==> config.mk <==
export PLATFORM = sky130hd
export DESIGN_NAME = ap_chain_frame_sequencer
export DESIGN_NICKNAME = d
export VERILOG_FILES = /design/src/rtl/ap_chain_frame_sequencer.sv
export SDC_FILE = /design/constraint.sdc
export NUM_CORES = 1
export LEC_CHECK = 0
export CORE_UTILIZATION = 51
export DETAILED_ROUTE_END_ITERATION = 10
export PLACE_DENSITY = 0.74
export SETUP_SLACK_MARGIN = 0.05
export SYNTH_ARGS = -nofsm -noshare
export SYNTH_HDL_FRONTEND = slang
export SYNTH_SLANG_ARGS = --single-unit
==> constraint.sdc <==
create_clock -name clock -period 4.7 [get_ports clock]
set_clock_uncertainty 0.2 [all_clocks]
set_input_delay 0.94 -clock clock [delete_from_list [all_inputs] [get_ports clock]]
set_output_delay 0.94 -clock clock [all_outputs]
set_load 0.05 [all_outputs]
==> src/rtl/ap_chain_frame_sequencer.sv <==
// Frame sequencer for an ap_ctrl_chain kernel: issues cfg_frames start handshakes,
// drains the matching done handshakes, and supports abort and a no-progress timeout.
module ap_chain_frame_sequencer #(
  parameter int unsigned CNT_W = 16,
  parameter int unsigned TO_W  = 24
) (
  input  logic             clock,
  input  logic             reset,
  input  logic [CNT_W-1:0] cfg_frames,
  input  logic [TO_W-1:0]  cfg_timeout,
  input  logic             cmd_go,
  input  logic             cmd_abort,
  input  logic             sink_ready,
  output logic             ap_start,
  input  logic             ap_ready,
  input  logic             ap_done,
  output logic             ap_continue,
  output logic             busy,
  output logic             run_done,
  output logic             timeout_err,
  output logic [CNT_W-1:0] frames_started,
  output logic [CNT_W-1:0] frames_done
);

  typedef enum logic [1:0] {
    ST_IDLE  = 2'd0,
    ST_RUN   = 2'd1,
    ST_DRAIN = 2'd2,
    ST_ERR   = 2'd3
  } state_e;

  state_e             state_q, state_d;
  logic [CNT_W-1:0]   target_q, target_d;
  logic [CNT_W-1:0]   started_q, started_d;
  logic [CNT_W-1:0]   done_q, done_d;
  logic [TO_W-1:0]    tmo_lim_q, tmo_lim_d;
  logic [TO_W-1:0]    tmo_cnt_q, tmo_cnt_d;
  logic               ap_start_q, ap_start_d;
  logic               run_done_q, run_done_d;
  logic               tmo_err_q, tmo_err_d;

  logic               go_ok;
  logic               active;
  logic               start_hs;
  logic               done_hs;
  logic               tmo_pending;

  assign go_ok    = cmd_go && !cmd_abort;
  assign active   = (state_q == ST_RUN) || (state_q == ST_DRAIN);
  assign start_hs = ap_start_q && ap_ready;
  // A done is only accepted for a frame that was actually started.
  assign done_hs  = active && ap_done && ap_continue && (done_q != started_q);
  assign tmo_pending = ap_start_q || (started_q != done_q);

  // ---------------------------------------------------------------------------
  // State register
  // ---------------------------------------------------------------------------
  // NOTE: sequential state uses non-blocking assignments so every register
  // samples the pre-edge values computed by the combinational processes.
  always_ff @(posedge clock or posedge reset) begin
    if (reset) begin
      state_q    <= ST_IDLE;
      target_q   <= '0;
      started_q  <= '0;
      done_q     <= '0;
      tmo_lim_q  <= '0;
      tmo_cnt_q  <= '0;
      ap_start_q <= 1'b0;
      run_done_q <= 1'b0;
      tmo_err_q  <= 1'b0;
    end else begin
      state_q    <= state_d;
      target_q   <= target_d;
      started_q  <= started_d;
      done_q     <= done_d;
      tmo_lim_q  <= tmo_lim_d;
      tmo_cnt_q  <= tmo_cnt_d;
      ap_start_q <= ap_start_d;
      run_done_q <= run_done_d;
      tmo_err_q  <= tmo_err_d;
    end
  end

  // ---------------------------------------------------------------------------
  // Next-state logic
  // ---------------------------------------------------------------------------
  always_comb begin : next_state
    // NOTE: every variable gets a default first so no path can infer a latch.
    state_d    = state_q;
    target_d   = target_q;
    started_d  = started_q;
    done_d     = done_q;
    tmo_lim_d  = tmo_lim_q;
    tmo_cnt_d  = tmo_cnt_q;
    ap_start_d = ap_start_q;
    run_done_d = 1'b0;
    tmo_err_d  = tmo_err_q;

    unique case (state_q)
      ST_IDLE: begin
        ap_start_d = 1'b0;
        if (go_ok) begin
          if (cfg_frames != '0) begin
            state_d    = ST_RUN;
            target_d   = cfg_frames;
            tmo_lim_d  = cfg_timeout;
            started_d  = '0;
            done_d     = '0;
            tmo_cnt_d  = '0;
            tmo_err_d  = 1'b0;
            ap_start_d = 1'b1;
          end else begin
            run_done_d = 1'b1;
          end
        end
      end

      ST_RUN: begin
        if (start_hs) started_d = started_q + 1'b1;
        if (done_hs)  done_d    = done_q + 1'b1;
        // An outstanding start request still has to complete, so it stays in the target.
        if (cmd_abort) target_d = started_q + {{(CNT_W-1){1'b0}}, ap_start_q};
        if (started_d == target_d) begin
          state_d    = ST_DRAIN;
          ap_start_d = 1'b0;
        end else begin
          ap_start_d = 1'b1;
        end
      end

      ST_DRAIN: begin
        ap_start_d = 1'b0;
        if (done_hs) done_d = done_q + 1'b1;
        if (done_d == started_q) begin
          state_d    = ST_IDLE;
          run_done_d = 1'b1;
        end
      end

      ST_ERR: begin
        ap_start_d = 1'b0;
        if (cmd_abort) state_d = ST_IDLE;
      end

      default: begin
        state_d    = ST_IDLE;
        ap_start_d = 1'b0;
      end
    endcase

    // No-progress watchdog; a timeout overrides the start-hold rule and forces ERR.
    if (active && (tmo_lim_q != '0)) begin
      if (start_hs || done_hs) begin
        tmo_cnt_d = '0;
      end else if (tmo_pending) begin
        tmo_cnt_d = tmo_cnt_q + 1'b1;
        if (tmo_cnt_d == tmo_lim_q) begin
          state_d    = ST_ERR;
          ap_start_d = 1'b0;
          run_done_d = 1'b0;
          tmo_err_d  = 1'b1;
        end
      end else begin
        tmo_cnt_d = '0;
      end
    end
  end

  // ---------------------------------------------------------------------------
  // Output logic
  // ---------------------------------------------------------------------------
  always_comb begin : outputs
    ap_continue = 1'b0;
    unique case (state_q)
      ST_RUN, ST_DRAIN: ap_continue = sink_ready;
      ST_ERR:           ap_continue = 1'b1;
      default:          ap_continue = 1'b0;
    endcase
  end

  assign busy           = (state_q != ST_IDLE);
  assign ap_start       = ap_start_q;
  assign run_done       = run_done_q;
  assign timeout_err    = tmo_err_q;
  assign frames_started = started_q;
  assign frames_done    = done_q;

  // ---------------------------------------------------------------------------
  // Protocol invariants
  // ---------------------------------------------------------------------------
  a_start_held : assert property (@(posedge clock) disable iff (reset)
    (ap_start_q && !ap_ready) |=> (ap_start_q || (state_q == ST_ERR)));

  a_done_bound : assert property (@(posedge clock) disable iff (reset)
    (done_q <= started_q));

  a_start_bound : assert property (@(posedge clock) disable iff (reset)
    (started_q <= target_q));

endmodule
==> reports/qor.txt, run 1 <==
Status -> finished clean
Psw -> 1440 µW
Layout cell share with drive strength beyond 1 -> 9.58%
Mapped Area -> 0.00720 mm²
DRC -> 0
Number of antenna diodes -> 0
Pins Over Slew Limit -> 0
Clock root buffer -> clkbuf_16
# resized after CTS -> 0
Worst hold slack -> 0.275 ns
TritonCTS clock tree -> done
CP Buf/Inv Count -> 0
Hold Path Class -> register to register
Slew margin rel. -> 33.8%
Worst EP arrival -> 4.04 ns
Clk slew on worst S/H paths -> 0.08 ns
NumNets Final -> 938
Vias in the first global route -> 6,030
Yosys warns -> 0
Power share of the combinational group -> 40.5%
GPL Wtd Cong -> 0.956
Setup bufs post-CTS -> 0
Final setup viols -> 0
Most common cell after layout, fill and taps aside -> dfrtp_1
Syn Nets -> 879
Final hold vios -> 0
Die area -> 0.0146 mm²
WP data required -> 4.79 ns
Overflow left after global routing -> 0
Clk pwr share -> 22.7%
Longest Clk Path Bufs -> 2
Yosys cell types -> 76
Async SR Flop Fraction -> 100%
Routed length per instance -> 18.4 µm
Router iterations before antenna repair -> 7
Worst Setup Start Kind -> register
Sw Ratio -> 40.6%
CP max stage delay -> 0.79 ns
Worst vdd rail ir drop -> 0.301 mV
Horiz. Die Dim -> 121 µm
Period utilization -> 83.9%
Clk sinks -> 101
Largest net degree at the start of global routing -> 80
Routed via count -> 6,553
Worst Path Class, Setup -> register to register
Clk_lat worst skew -> 0.37 ns
Count of input and output buffers -> 83
Crit-path cells -> xnor2_1, nand4_1, nor2_1, a21oi_4, or4_4, nor4_4, o211ai_2, o211a_1, a2bb2oi_2
DP Wirelength -> 14.1 mm
Min cycle time layout -> 3.94 ns
Post-Synthesis Cells -> 823
CP endpoint kind -> register
Die height -> 121 µm
Io pins -> 84
GRT Overall Usage -> 27.8%
Rows -> 43
Drt via density -> 6.14
Register area share after synthesis -> 35.1%
Max_cap viols -> 0
Final Util -> 61.4%
Antenna violations before repair -> 0
Most frequent cells in the layout -> dfrtp_1, clkdlybuf4s50_1, nand2_1
Worst Tran Pin Value -> 0.990 ns
Area of placed instances -> 0.00818 mm²
Syn_area_per_cell -> 8.75 µm²
CTS buffer count -> 9
Leakage -> 0.00328 µW
Starting density of the core -> 52.1%
P&R area growth vs syn -> 17.9%
First-pass GRT wire length -> 31.4 mm
RSZ-0062 raised after global routing -> false
Top delay family on crit path -> simple AND/OR/NAND/NOR gates
Total core area -> 0.0138 mm²
H-Tree Depth -> 3
Post-CTS Hold Fix Bufs -> 0
Final wirelength -> 19.6 mm
P_int -> 2110 µW
CP max stage cell -> nor2_1
Post-synth EDFFs -> 0
Fmax -> 254 MHz
Routed Antenna Nets -> 0
PwrDens -> 418 mW/mm²
Most used DFF post-synth -> dfrtp_1
Sequential group share of total power -> 36.8%
Synth Register Bits -> 101
Max FO, Critical Path -> 19
Post-Layout Inst Area -> 0.00849 mm²
Setup TNS -> 0 ns
Initial DRC Count -> 722
cells by family after synthesis:
logic type,Yosys count,synth area share (%)
mux,32,4.90
fa+ha+maj,9,1.56
compound gates,193,17.4
simple gates,296,21.3
buf+inv,73,4.27
xor+xnor,119,15.5
flops,101,35.1
power groups by stage:
stage	registers, µW	clock network, µW	logic, µW
after floorplan	1270	0	1050
after global placement	1300	0	1390
after detailed placement	1310	0	1420
after CTS	1300	813	1430
after global routing	1330	848	1590
final	1300	806	1440
stage by stage:
step                      power [µW]  setup WS, ns  instances
after floorplan                 2320         0.913        823
after global placement          2700         0.647       1051
after detailed placement        2730         0.595       1051
after CTS                       3540         0.840       1067
after global routing            3760         0.555       1067
final                           3550         0.755       1067
flip-flops by register name, indices dropped and copies added (netlist names):
name / cells
state_q: 2
tmo_lim_q: 24
frames_started: 16
run_done: 1
target_q: 16
frames_done: 16
tmo_cnt_q: 24
ap_start: 1
timeout_err: 1
worst reg2reg max path, stage by stage (launching register included):
cell       delay [ns]
dfrtp_1          0.53
xnor2_1          0.37
nand4_1          0.16
nor2_1           0.79
a21oi_4          0.31
or4_4            0.65
nor4_4           0.31
o211ai_2         0.24
o211a_1          0.20
a2bb2oi_2        0.11
synthesized netlist by cell type (3+ instances only):
cell type,number,area share [%]
nor4_1,17,1.5
nand2_1,81,4.2
xnor3_1,3,0.94
a31oi_1,9,0.78
buf_1,6,0.31
buf_2,11,0.76
nand3b_1,3,0.31
o211a_1,3,0.42
nor2_1,63,3.3
or3_1,3,0.26
nand3_1,39,2.7
o21ai_1,3,0.21
dfrtp_1,101,35
and2_1,7,0.61
xnor2_1,75,9.1
o41ai_1,9,1.1
o31ai_1,23,2.4
and4_1,8,0.97
a2111oi_0,4,0.49
xor2_1,37,4.5
and3_1,13,1.1
inv_1,16,0.83
mux2i_1,6,0.83
clkbuf_1,35,1.8
ha_1,9,1.6
nand4_1,22,1.9
nor3_1,11,0.76
nor2b_1,7,0.61
a21oi_1,34,2.4
mux2_2,26,4.1
o21ai_0,64,4.4
o22ai_1,13,1.1
nand2b_1,5,0.43
a211oi_1,3,0.31
area by class of cell:
cell class	count	area (µm²)
fill	1191	5340
multi-input combinational	649	4370
sequential	101	2530
timing repair buffer	104	988
clock buffer	9	225
tap	180	225
clock inverter	7	88.8
inverter	17	66.3
path summary, 6_finish.rpt:
path | end | slack [ns] | startpoint | cells after the start
max reg2reg | state_q[0] | 0.76 | frames_started[0] | 9
max | state_q[0] | 0.76 | frames_started[0] | 9
min reg2reg | timeout_err | 0.28 | timeout_err | 2
min | timeout_err | 0.28 | timeout_err | 2
min in group asynchronous | tmo_lim_q[1] | 0.93 | reset | 2
max in group asynchronous | target_q[13] | 2.58 | reset | 3
layer usage:
layer  share of wire [%]  wire length (µm)  up-vias  GRT usage, %
met5                   0                 0        -             0
met4                 2.2               436        0          11.0
met3                 7.8              1530       34          4.72
met2                  44              8610      325          40.4
met1                  46              9020     3106          40.9
li1                    -                 -     3088             -
Note: power is estimated with default switching activity, not from simulation.
==> run 2, diff against run 1 <==
==> constraint.sdc (replaced) <==
create_clock -name clock -period 3.95 [get_ports clock]
set_clock_uncertainty 0.2 [all_clocks]
set_input_delay 0.79 -clock clock [delete_from_list [all_inputs] [get_ports clock]]
set_output_delay 0.79 -clock clock [all_outputs]
set_load 0.05 [all_outputs]
==> run 2 against run 1 <==
Critical path depth grew 2. Sequential cell count is the same. Clock power is 8.2% higher. Count of clock-buffer cells in the layout increased by 3. Sequential share of layout area fell by 0.50 points. Critical path type unchanged.
==> reports/qor.txt, run 2 (synthesized netlist as in run 1, its figures left out) <==
Horiz. Die Dim -> 121 µm (unchanged)
Sequential group share of total power -> 36.6% (was 36.8%)
Count of input and output buffers -> 83 (unchanged)
Vias in the first global route -> 6,092 (was 6,030)
Worst vdd rail ir drop -> 0.423 mV (was 0.301 mV)
Worst EP arrival -> 3.54 ns (was 4.04 ns)
Sw Ratio -> 40.2% (was 40.6%)
TritonCTS clock tree -> done (unchanged)
Worst Setup Start Kind -> register (unchanged)
CP endpoint kind -> register (unchanged)
PwrDens -> 485 mW/mm² (was 418 mW/mm²)
CP Buf/Inv Count -> 1 (was 0)
# resized after CTS -> 0 (unchanged)
CP max stage cell -> nor4_1 (was nor2_1)
Rows -> 43 (unchanged)
Most frequent cells in the layout -> dfrtp_1, clkdlybuf4s50_1, nand2_1 (unchanged)
Period utilization -> 89.4% (was 83.9%)
Final setup viols -> 0 (unchanged)
Top delay family on crit path -> simple AND/OR/NAND/NOR gates (unchanged)
Setup TNS -> 0 ns (unchanged)
P_int -> 2510 µW (was 2110 µW)
Clk pwr share -> 20.8% (was 22.7%)
Layout cell share with drive strength beyond 1 -> 11.8% (was 9.58%)
Routed via count -> 6,582 (was 6,553)
Final Util -> 62.5% (was 61.4%)
Die area -> 0.0146 mm² (unchanged)
Status -> finished clean (unchanged)
Power share of the combinational group -> 42.6% (was 40.5%)
Overflow left after global routing -> 0 (unchanged)
P&R area growth vs syn -> 19.9% (was 17.9%)
Psw -> 1680 µW (was 1440 µW)
Clk sinks -> 101 (unchanged)
Top Registers -> tmo_cnt_q x24, tmo_lim_q x24 (unchanged)
GPL Wtd Cong -> 1.00 (was 0.956)
Number of antenna diodes -> 0 (unchanged)
Final hold vios -> 0 (unchanged)
GRT Overall Usage -> 28.5% (was 27.8%)
Leakage -> 0.00338 µW (was 0.00328 µW)
Most common cell after layout, fill and taps aside -> dfrtp_1 (unchanged)
Total Power -> 4190 µW (was 3550 µW)
Clock root buffer -> clkbuf_16 (unchanged)
Min cycle time layout -> 3.53 ns (was 3.94 ns)
Router iterations before antenna repair -> 6 (was 7)
Die height -> 121 µm (unchanged)
Initial DRC Count -> 749 (was 722)
Largest net degree at the start of global routing -> 55 (was 80)
Final wirelength -> 19.9 mm (was 19.6 mm)
NumNets Final -> 961 (was 938)
Total core area -> 0.0138 mm² (unchanged)
Clk_lat worst skew -> 0.36 ns (was 0.37 ns)
Pins Over Slew Limit -> 0 (unchanged)
CTS buffer count -> 9 (unchanged)
DP Wirelength -> 14.7 mm (was 14.1 mm)
Longest Clk Path Bufs -> 2 (unchanged)
H-Tree Depth -> 3 (unchanged)
WP data required -> 3.96 ns (was 4.79 ns)
Antenna violations before repair -> 0 (unchanged)
Starting density of the core -> 52.1% (unchanged)
RSZ-0062 raised after global routing -> false (unchanged)
Max FO, Critical Path -> 7 (was 19)
Post-CTS Hold Fix Bufs -> 0 (unchanged)
Crit-path cells -> inv_1, ha_1, nand3b_1, nor4_1, nand2_1, a21oi_1, xnor2_1, a2111oi_0, nand4_1, o21ai_1, o311ai_1 (was xnor2_1, nand4_1, nor2_1, a21oi_4, or4_4, nor4_4, o211ai_2, o211a_1, a2bb2oi_2)
Slew margin rel. -> 46.0% (was 33.8%)
Fmax -> 283 MHz (was 254 MHz)
Io pins -> 84 (unchanged)
Clk slew on worst S/H paths -> 0.07 ns (was 0.08 ns)
Worst Tran Pin Value -> 0.789 ns (was 0.990 ns)
First-pass GRT wire length -> 32.4 mm (was 31.4 mm)
Hold Path Class -> register to register (unchanged)
CP max stage delay -> 0.55 ns (was 0.79 ns)
Setup bufs post-CTS -> 0 (unchanged)
Worst Path Class, Setup -> register to register (unchanged)
Routed length per instance -> 18.2 µm (was 18.4 µm)
Max_cap viols -> 0 (unchanged)
Routed Antenna Nets -> 0 (unchanged)
Drt via density -> 6.04 (was 6.14)
DRC -> 0 (unchanged)
## run 2: worst paths after layout
kind,from,endpoint,slack (ns),cells after the start
max reg2reg,state_q[0],state_q[1],0.42,11
min,target_q[1],target_q[1],0.28,2
max,state_q[0],state_q[1],0.42,11
min in group asynchronous,reset,tmo_lim_q[1],0.68,2
max in group asynchronous,reset,target_q[13],2.15,3
min reg2reg,target_q[1],target_q[1],0.28,2
## run 2: worst min-delay path, stage by stage (launching register included)
cell and delay (ns):
dfrtp_1 0.35, nand2_1 0.04, o21ai_0 0.06
## run 2: metal layers
layer | GRT usage, % | up-vias | share of wire, %
li1 | - | 3133 | -
met1 | 42.8 | 3111 | 46
met2 | 41.7 | 306 | 44
met3 | 5.71 | 32 | 8.0
met4 | 7.02 | 0 | 1.7
met5 | 0 | - | 0
## run 2: area by class of cell
| class | instances | area (µm²) |
|---|---|---|
| clock buffer | 12 | 256 |
| inverter | 17 | 66.3 |
| tap | 180 | 225 |
| timing repair buffer | 127 | 1160 |
| clock inverter | 4 | 30.0 |
| fill | 1208 | 5190 |
| sequential | 101 | 2530 |
| multi-input combinational | 649 | 4370 |
## run 2: power groups by stage
stage / Sequential (µW) / Clock (µW) / Combinational (µW)
5_1_grt: 1570 / 937 / 1960
4_1_cts: 1530 / 891 / 1780
6_report: 1530 / 872 / 1790
3_3_place_gp: 1530 / 0 / 1740
2_1_floorplan: 1520 / 0 / 1240
3_5_place_dp: 1540 / 0 / 1760
## run 2: per-stage QoR
step	cells	setup WS, ns	cell area (µm²)	hold slack, ns
floorplan	823	0.313	7200	0.249
global placement	1074	0.183	8350	0.270
detailed placement	1074	0.163	8350	0.273
CTS	1090	0.475	8640	0.286
global route	1090	0.0958	8640	0.308
finish	1090	0.420	8640	0.284
